<file path="config.mk">
export PLATFORM = sky130hd
export DESIGN_NAME = miim_arbiter
export DESIGN_NICKNAME = d
export VERILOG_FILES = /design/src/rtl/miim_arbiter.sv
export SDC_FILE = /design/constraint.sdc
export NUM_CORES = 1
export LEC_CHECK = 0
export CAP_MARGIN = 20
export CORE_MARGIN = 1
export CORE_UTILIZATION = 45
export DETAILED_ROUTE_END_ITERATION = 7
export MAX_ROUTING_LAYER = met4
export PLACE_DENSITY = 0.86
export RECOVER_POWER = 25
export SLEW_MARGIN = 20
export SYNTH_ARGS = -nofsm -noshare
export SYNTH_HDL_FRONTEND = slang
export SYNTH_SLANG_ARGS = --single-unit
</file>
<file path="constraint.sdc">
create_clock -name clk -period 2.8 [get_ports clk]
set_clock_uncertainty 0.1 [all_clocks]
set_input_delay 0.84 -clock clk [delete_from_list [all_inputs] [get_ports clk]]
set_output_delay 0.84 -clock clk [all_outputs]
set_load 0.01 [all_outputs]
</file>
<file path="src/rtl/miim_arbiter.sv">
// Round-robin arbiter sharing one MIIM (MDC/MDIO) master between NREQ requesters.
// Define MIIM_ARB_PRIO_EN to give requester 0 fixed highest priority over a rotating 1..NREQ-1.
module miim_arbiter #(
    parameter int NREQ      = 3,
    parameter int BUSY_WAIT = 4,
    parameter int TIMEOUT   = 4095
) (
    input  logic                 clk,
    input  logic                 rst,
    input  logic [NREQ-1:0]      req_valid,
    input  logic [NREQ-1:0]      req_wr,
    input  logic [5*NREQ-1:0]    req_phyad,
    input  logic [5*NREQ-1:0]    req_regad,
    input  logic [16*NREQ-1:0]   req_wrdata,
    output logic [NREQ-1:0]      req_ready,
    output logic [NREQ-1:0]      rsp_valid,
    output logic                 rsp_err,
    output logic [15:0]          rsp_rddata,
    output logic [4:0]           miim_phyad,
    output logic [4:0]           miim_regad,
    output logic [15:0]          miim_wrdata,
    output logic                 miim_wren,
    output logic                 miim_rden,
    input  logic                 miim_busy,
    input  logic [15:0]          miim_rddata
);

    localparam int LW   = (NREQ > 1) ? $clog2(NREQ) : 1;
    localparam int CMAX = (BUSY_WAIT > TIMEOUT) ? BUSY_WAIT : TIMEOUT;
    localparam int CW   = $clog2(CMAX + 1);
    localparam logic [NREQ-1:0] ONE = 1;

    typedef enum logic [2:0] {
        S_IDLE,
        S_ISSUE,
        S_WAIT_BUSY,
        S_WAIT_DONE,
        S_RESP
    } state_t;

    state_t          state;
    logic [LW-1:0]   last_grant;
    logic [LW-1:0]   win_q;
    logic            wr_q;
    logic            err_q;
    logic [4:0]      phyad_q;
    logic [4:0]      regad_q;
    logic [15:0]     wrdata_q;
    logic [CW-1:0]   cnt;

    logic            win_found;
    logic [LW-1:0]   win_idx;
    logic [4:0]      sel_phyad;
    logic [4:0]      sel_regad;
    logic [15:0]     sel_wrdata;

    // Search starts one past the last grant so every requester gets its turn.
    always_comb begin
        int  idx;
        logic cand;
        // NOTE: every combinational output gets a default first; otherwise paths that skip an assignment infer a latch.
        win_found = 1'b0;
        win_idx   = '0;
        idx       = 0;
        cand      = 1'b0;
        for (int i = 1; i <= NREQ; i++) begin
            idx = int'(last_grant) + i;
            if (idx >= NREQ) idx = idx - NREQ;
`ifdef MIIM_ARB_PRIO_EN
            cand = (idx != 0);
`else
            cand = 1'b1;
`endif
            if (!win_found && cand && req_valid[idx]) begin
                win_found = 1'b1;
                win_idx   = LW'(idx);
            end
        end
`ifdef MIIM_ARB_PRIO_EN
        if (req_valid[0]) begin
            win_found = 1'b1;
            win_idx   = '0;
        end
`endif
        sel_phyad  = req_phyad[5*int'(win_idx) +: 5];
        sel_regad  = req_regad[5*int'(win_idx) +: 5];
        sel_wrdata = req_wrdata[16*int'(win_idx) +: 16];
    end

    always_ff @(posedge clk) begin
        if (rst) begin
            state       <= S_IDLE;
            last_grant  <= LW'(NREQ - 1);
            win_q       <= '0;
            wr_q        <= 1'b0;
            err_q       <= 1'b0;
            phyad_q     <= '0;
            regad_q     <= '0;
            wrdata_q    <= '0;
            cnt         <= '0;
            req_ready   <= '0;
            rsp_valid   <= '0;
            rsp_err     <= 1'b0;
            rsp_rddata  <= '0;
            miim_phyad  <= '0;
            miim_regad  <= '0;
            miim_wrdata <= '0;
            miim_wren   <= 1'b0;
            miim_rden   <= 1'b0;
        end else begin
            // NOTE: sequential state uses non-blocking assignments so every register samples pre-edge values.
            req_ready  <= '0;
            rsp_valid  <= '0;
            rsp_err    <= 1'b0;
            rsp_rddata <= '0;
            miim_wren  <= 1'b0;
            miim_rden  <= 1'b0;

            case (state)
                S_IDLE: begin
                    // A master still busy from an op cut short by reset blocks new grants.
                    if (!miim_busy && win_found) begin
                        req_ready <= ONE << win_idx;
                        win_q     <= win_idx;
                        wr_q      <= req_wr[win_idx];
                        phyad_q   <= sel_phyad;
                        regad_q   <= sel_regad;
                        wrdata_q  <= sel_wrdata;
`ifdef MIIM_ARB_PRIO_EN
                        if (win_idx != '0) last_grant <= win_idx;
`else
                        last_grant <= win_idx;
`endif
                        state <= S_ISSUE;
                    end
                end
                S_ISSUE: begin
                    miim_phyad  <= phyad_q;
                    miim_regad  <= regad_q;
                    miim_wrdata <= wrdata_q;
                    miim_wren   <= wr_q;
                    miim_rden   <= !wr_q;
                    cnt         <= '0;
                    err_q       <= 1'b0;
                    state       <= S_WAIT_BUSY;
                end
                S_WAIT_BUSY: begin
                    if (miim_busy) begin
                        cnt   <= '0;
                        state <= S_WAIT_DONE;
                    end else if (cnt >= CW'(BUSY_WAIT - 1)) begin
                        state <= S_RESP;
                    end else if (cnt != '1) begin
                        cnt <= cnt + 1'b1;
                    end
                end
                S_WAIT_DONE: begin
                    if (!miim_busy) begin
                        state <= S_RESP;
                    end else if (cnt >= CW'(TIMEOUT - 1)) begin
                        err_q <= 1'b1;
                        state <= S_RESP;
                    end else if (cnt != '1) begin
                        cnt <= cnt + 1'b1;
                    end
                end
                S_RESP: begin
                    rsp_valid  <= ONE << win_q;
                    rsp_err    <= err_q;
                    rsp_rddata <= (!wr_q && !err_q) ? miim_rddata : 16'h0000;
                    state      <= S_IDLE;
                end
                default: state <= S_IDLE;
            endcase
        end
    end

endmodule
</file>
After elaboration in Yosys (flattened, before gate mapping)
Cells that the tools add are included.
{"block": "classes", "addsub": 7, "order_cmp": 9, "n_bitwise": 5, "n_eq_ne": 12, "shifts": 5, "n_reduce_logical": 20, "multipliers": 1, "muxes": 35}
{"cell": "$lt 32x4->1 const B", "n": 3}
{"cell": "$mux 32", "n": 3}
{"cell": "$mux 12", "n": 5}
{"cell": "$shiftx 48x7->16", "n": 1}
{"cell": "$pmux 12 s3", "n": 1}
{"cell": "$shiftx 15x32->5", "n": 1}
{"cell": "$mux 3", "n": 5}
{"cell": "$shiftx 15x6->5", "n": 1}
{"cell": "$add 12x1->12 const B", "n": 1}
{"cell": "$ge 12x12->1 const B", "n": 1}
{"cell": "$ge 12x2->1 const B", "n": 1}
{"cell": "$mux 1", "n": 12}
{"cell": "$ne 12x12->1 const B", "n": 1}
{"cell": "$pmux 3 s4", "n": 1}
{"cell": "$sub 3x2->4 const B", "n": 3}
{"cell": "$ge 3x2->1 const B", "n": 3}
{"cell": "$ne 3x3->1 const B", "n": 3}
{"cell": "$bmux 1 s2", "n": 4}
{"cell": "$ne 2x2->1 const B", "n": 4}
{"cell": "$add 2x2->3 const B", "n": 2}
{"cell": "$eq 3x2->1 const B", "n": 2}
{"cell": "$mux 2", "n": 3}
{"cell": "$reduce_and 3->1", "n": 2}
{"cell": "$reduce_or 3->1", "n": 2}
{"cell": "other kinds (16)", "n": 29}
{"block": "totals", "ff_bits": 98, "out_inout_bits": 51, "word_cells": 112, "inputBits": 103}

Depth between registers and ports, before layout
{"block": "logic_depth", "word_depth": 16, "ltp_mapped": 11, "ltp_nobuf": 7}

Least setup slack after synthesis
No wires, ideal clock.
{"block": "synth_path", "path_kind": "register -> register", "from": "register last_grant[0]", "to": "register phyad_q[0]", "period_less_slack_ps": 2508, "path_buffers": 4, "setup_time_ps": 126, "t_required_ps": 2574, "arrival_time_ps": 2282, "setup_slack_ps": 292, "path_stages_with_launch": 12, "cell_sequence": "dfxtp_1 buf_2 inv_2 ha_1 buf_2 mux2_1 a222oi_1 buf_4 a21oi_1 buf_2 nor3_1 a211oi_1"}
{"block": "synth_via", "elab_chain_len": 15, "elab_cells_between_ends": 35, "cone_classes": "add/sub: 6; mul: 1; order compare: 3; shift: 1; mux: 18; reduce/logical: 6"}
{"element": "from (decl)", "line_no": "42", "text": "logic [LW-1:0] last_grant;"}
{"element": "from (signal assigned)", "line_no": "93", "text": "last_grant <= LW'(NREQ - 1);"}
{"element": "from (signal assigned)", "line_no": "132", "text": "last_grant <= win_idx;"}
{"element": "$add 2x1->3", "line_no": "67", "text": "idx = int'(last_grant) + i;"}
{"element": "$sub 3x2->4 / $ge 3x2->1 (equally long branches)", "line_no": "68", "text": "if (idx >= NREQ) idx = idx - NREQ;"}
{"element": "$mux 32", "line_no": "68"}
{"element": "$bmux 1 s2", "line_no": "74", "text": "if (!win_found && cand && req_valid[idx]) begin"}
{"element": "$mux 1 (implied by the code) (2 in a row)", "line_no": "74"}
{"element": "$mux 1", "line_no": "74"}
{"element": "$logic_not 1->1", "line_no": "74"}
{"element": "$logic_and 1x1->1", "line_no": "74"}
{"element": "$mux 1", "line_no": "74"}
{"element": "$logic_not 1->1", "line_no": "74"}
{"element": "$logic_and 1x1->1", "line_no": "74"}
{"element": "$mux 2 / $mux 1 (equally long branches)", "line_no": "74"}
{"element": "$mul 3x2->5 / $logic_and 1x1->1 (equally long branches)", "line_no": "85, 122"}
{"element": "$shiftx 15x32->5 / $reduce_and 2->1 (equally long branches)"}
{"element": "to (signal assigned)", "line_no": "126", "text": "phyad_q <= sel_phyad;"}
{"element": "to (decl)", "line_no": "46", "text": "logic [4:0] phyad_q;"}
Parallel ways exist; a longest one is shown, timed or not. The select of a mux whose other input is x is not followed.
A chain may end at the register's enable or synchronous reset.

Final worst setup path
{"block": "layout_path", "from": "input port req_valid[0]", "to": "register wrdata_q[5]"}
{"block": "layout_via", "elab_chain_len": 12, "elab_cells_between_ends": 22, "cone_classes": "shift: 1; mux: 15; reduce/logical: 6"}
{"element": "from (decl)", "line_no": "10", "text": "input logic [NREQ-1:0] req_valid,"}
{"element": "parallel branches: the longest is 12 deep, another holds $shiftx 48x7->16"}
{"element": "to (signal assigned)", "line_no": "128", "text": "wrdata_q <= sel_wrdata;"}
{"element": "to (decl)", "line_no": "48", "text": "logic [15:0] wrdata_q;"}
Parallel ways; which one is timed is not known. The select of a mux whose other input is x is not followed.

==> impl_metrics.yaml <==
status:
  status: "completed"
worst_hold_path:
  hp-class: "reg -> reg"
  min_from: "miim_wrdata[15]"
floorplan:
  io_pins: 154
  num_rows: 35
  core-area_um2: 9240
  start_util_pct: 46.30
  fp.dieArea_um2: 9900
  die_y_um: 99.50
  fp.dieW_um: 99.50
synthesis:
  synth_area_leaders: "dfxtp_1, mux2i_1, a21oi_1"
  synth_area_per_cell_um2: 8.912
  ys_seq_area_share_pct: 45.39
  synth_edf_count: 0
  syn_inst: 480
  synth_top_area_cell: "dfxtp_1"
  synthFlopType: "dfxtp_1"
  synth-seq-cells: 97
  synth_cell_types: 58
  yosys_warnings: 0
  async_flop_share_pct: 0
  netlist_area_um2: 4278
  synth_top_area_share_pct: 45.39
  synth_fp_nets: 588
clocking:
  clk_path_buf_depth: 2
  clk_pin_slew_ns: 0.10
  cts-root-buf: "clkbuf_8"
  cts_tree: "yes"
  clock_sinks: 97
  post_cts.repair.setup_buffers: 0
  h-tree-depth: 3
  clk_latency_ns: 0.36
  cts_buffers: 9
sta:
  fmax_mhz: 366.9
  final_hold_viol_count: 0
  relSlewSlack_pct: 31.51
  finalCriticalPeriod_ns: 2.726
  whs_ns: 0.3567
  slew_viol_final: 0
  worstMarginPinSlew_ns: 1.027
  setup_viol: 0
  fin_crit_sh_pct: 97.35
placement:
  gp_congestion: 0.8652
  hpwl_mm: 9.042
  place_area_um2: 6186
  io_buffers: 153
cells_and_area:
  final_common_cell: "clkdlybuf4s50_1"
  area_growth_pct: 48.79
  n_antenna_cell: 0
  nets: 757
  drive_gt1_share_pct: 11.49
  design_area_um2: 6365
  fillers: 716
  layout_common_cells: "clkdlybuf4s50_1, dfxtp_1, nand2_1"
setup_path:
  critPathMaxFanout: 14
  endpoint_kind: "flip-flop"
  endpoint: "wrdata_q[5]"
  cp-startpoint: "req_valid[0]"
  reg2regPathDepth: 9
  regToRegStartpoint: "last_grant[1]"
  timing.rr.end: "phyad_q[3]"
  required_ns: 2.90
  startpoint_type: "primary input"
  worstPathArrival_ns: 2.83
  ff2ff_setup_slack_ns: 0.16
  critPathKind: "in -> reg"
flow_run:
  max-cap-violations: 0
route:
  vias: 4195
  drtIter0Drc: 183
  via_per_inst: 5.364
  antenna_left: 0
  drc: 0
  totalWireLength_mm: 12.11
  wl_per_cell_um: 15.48
  drt-pass1-iter-count: 5
grt:
  grt_overflow: 0
  grt_max_degree: 29
  grtUsageTotal_pct: 25.88
  grt_pass1_wl_mm: 19.70
  grt_pass1_vias: 4279
  antenna_found_initial: 0
power:
  ir_drop_mv: 0.2499
  power.density_nw_per_um2: 541.5
  leakagePower_nw: 2.334
through the flow:
| stage | cells | setup WS (ns) | TNS [ns] | total power [mW] | util [%] |
|---|---|---|---|---|---|
| detailed placement | 767 | -0.2740 | -7.176 | 2.624 | 66.95 |
| global placement | 767 | -0.1639 | -3.924 | 2.586 | 66.95 |
| floorplan | 480 | 0.2920 | 0 | 2.147 | - |
| finish | 782 | 0.07428 | 0 | 3.446 | 68.88 |
| global route | 782 | -0.0009457 | -0.0009457 | 3.603 | 68.88 |
| CTS | 782 | 0.07080 | 0 | 3.443 | 68.82 |
power by group:
part,switching (mW),internal (mW)
sequential,0.0877,1.51
clock,0.510,0.328
combinational,0.487,0.523
total,1.08,2.36
logic make-up (layout without fill, tap and decap cells):
kind of cell	after synthesis	in the layout	synth area share (%)
and+or+nand+nor	175	175	21.91
AOI/OAI and AO/OA	119	119	18.57
DFF	97	97	45.39
buffers and inverters	54	227	5.586
muxes	30	30	7.078
adders and majority gates	5	5	1.462
flip-flops by register name (all words and copies together), names as in the netlist, 2 cells and up:
signal       cells
regad_q          5
req_ready        3
cnt             12
last_grant       2
rsp_rddata      16
miim_wrdata     16
miim_phyad       5
phyad_q          5
wrdata_q        16
rsp_valid        3
miim_regad       5
state            3
layout make-up:
cell class	instances	area (µm²)	area share, %
multi-input combinational	329	2117	33.26
sequential	97	1942	30.51
timing repair buffer	189	1886	29.62
tap	129	161.4	2.536
clock buffer	9	123.9	1.946
inverter	23	86.33	1.356
clock inverter	6	48.80	0.7667
synth_stat cells, drive strengths merged, types with 3 or more instances:
master and count:
or3 3, a21oi 57, nor2 11, nor3 22, or4 8, ha 5, clkbuf 13, a211oi 16
a21o 4, nor3b 3, o211ai 3, and2 20, mux2i 28, dfxtp 97, nand2b 4, buf 18
nand3 22, nand2 62, inv 23, o21ai 11, o221ai 13, nor4 3, nand4 4
worst max-delay path: stages:
cell,delay (ns)
clkdlybuf4s50_1,0.57
mux2_2,0.19
a222oi_1,0.07
buf_4,0.19
a211oi_2,0.77
a211oi_1,0.19
layer usage:
| metal | wire, µm | global-route usage, % | vias to the layer above | share of wire (%) |
|---|---|---|---|---|
| met5 | 0 | - | - | 0 |
| li1 | - | - | 2057 | - |
| met3 | 840 | 4.498 | 26 | 6.9 |
| met1 | 4966 | 29.53 | 1919 | 41 |
| met2 | 5965 | 44.55 | 193 | 49 |
| met4 | 332 | 11.43 | 0 | 2.7 |
repair_timing:
item | CTS | global route
gates resized for setup | 0 | 2
hold buffers | 0 | 0
endpoints found under the setup margin | 0 | 10
worst min-delay path by stage:
| stage | cells past startpoint | slack [ns] | to |
|---|---|---|---|
| finish | 2 | 0.36 | miim_wrdata[15] |
| global route | 2 | 0.37 | miim_regad[3] |
| CTS | 2 | 0.36 | miim_wrdata[6] |
| detailed placement | 2 | 0.34 | miim_wrdata[6] |
| global placement | 2 | 0.33 | miim_wrdata[13] |
| floorplan | 2 | 0.33 | miim_phyad[2] |
No activity file was read; power rests on OpenSTA's default activity.
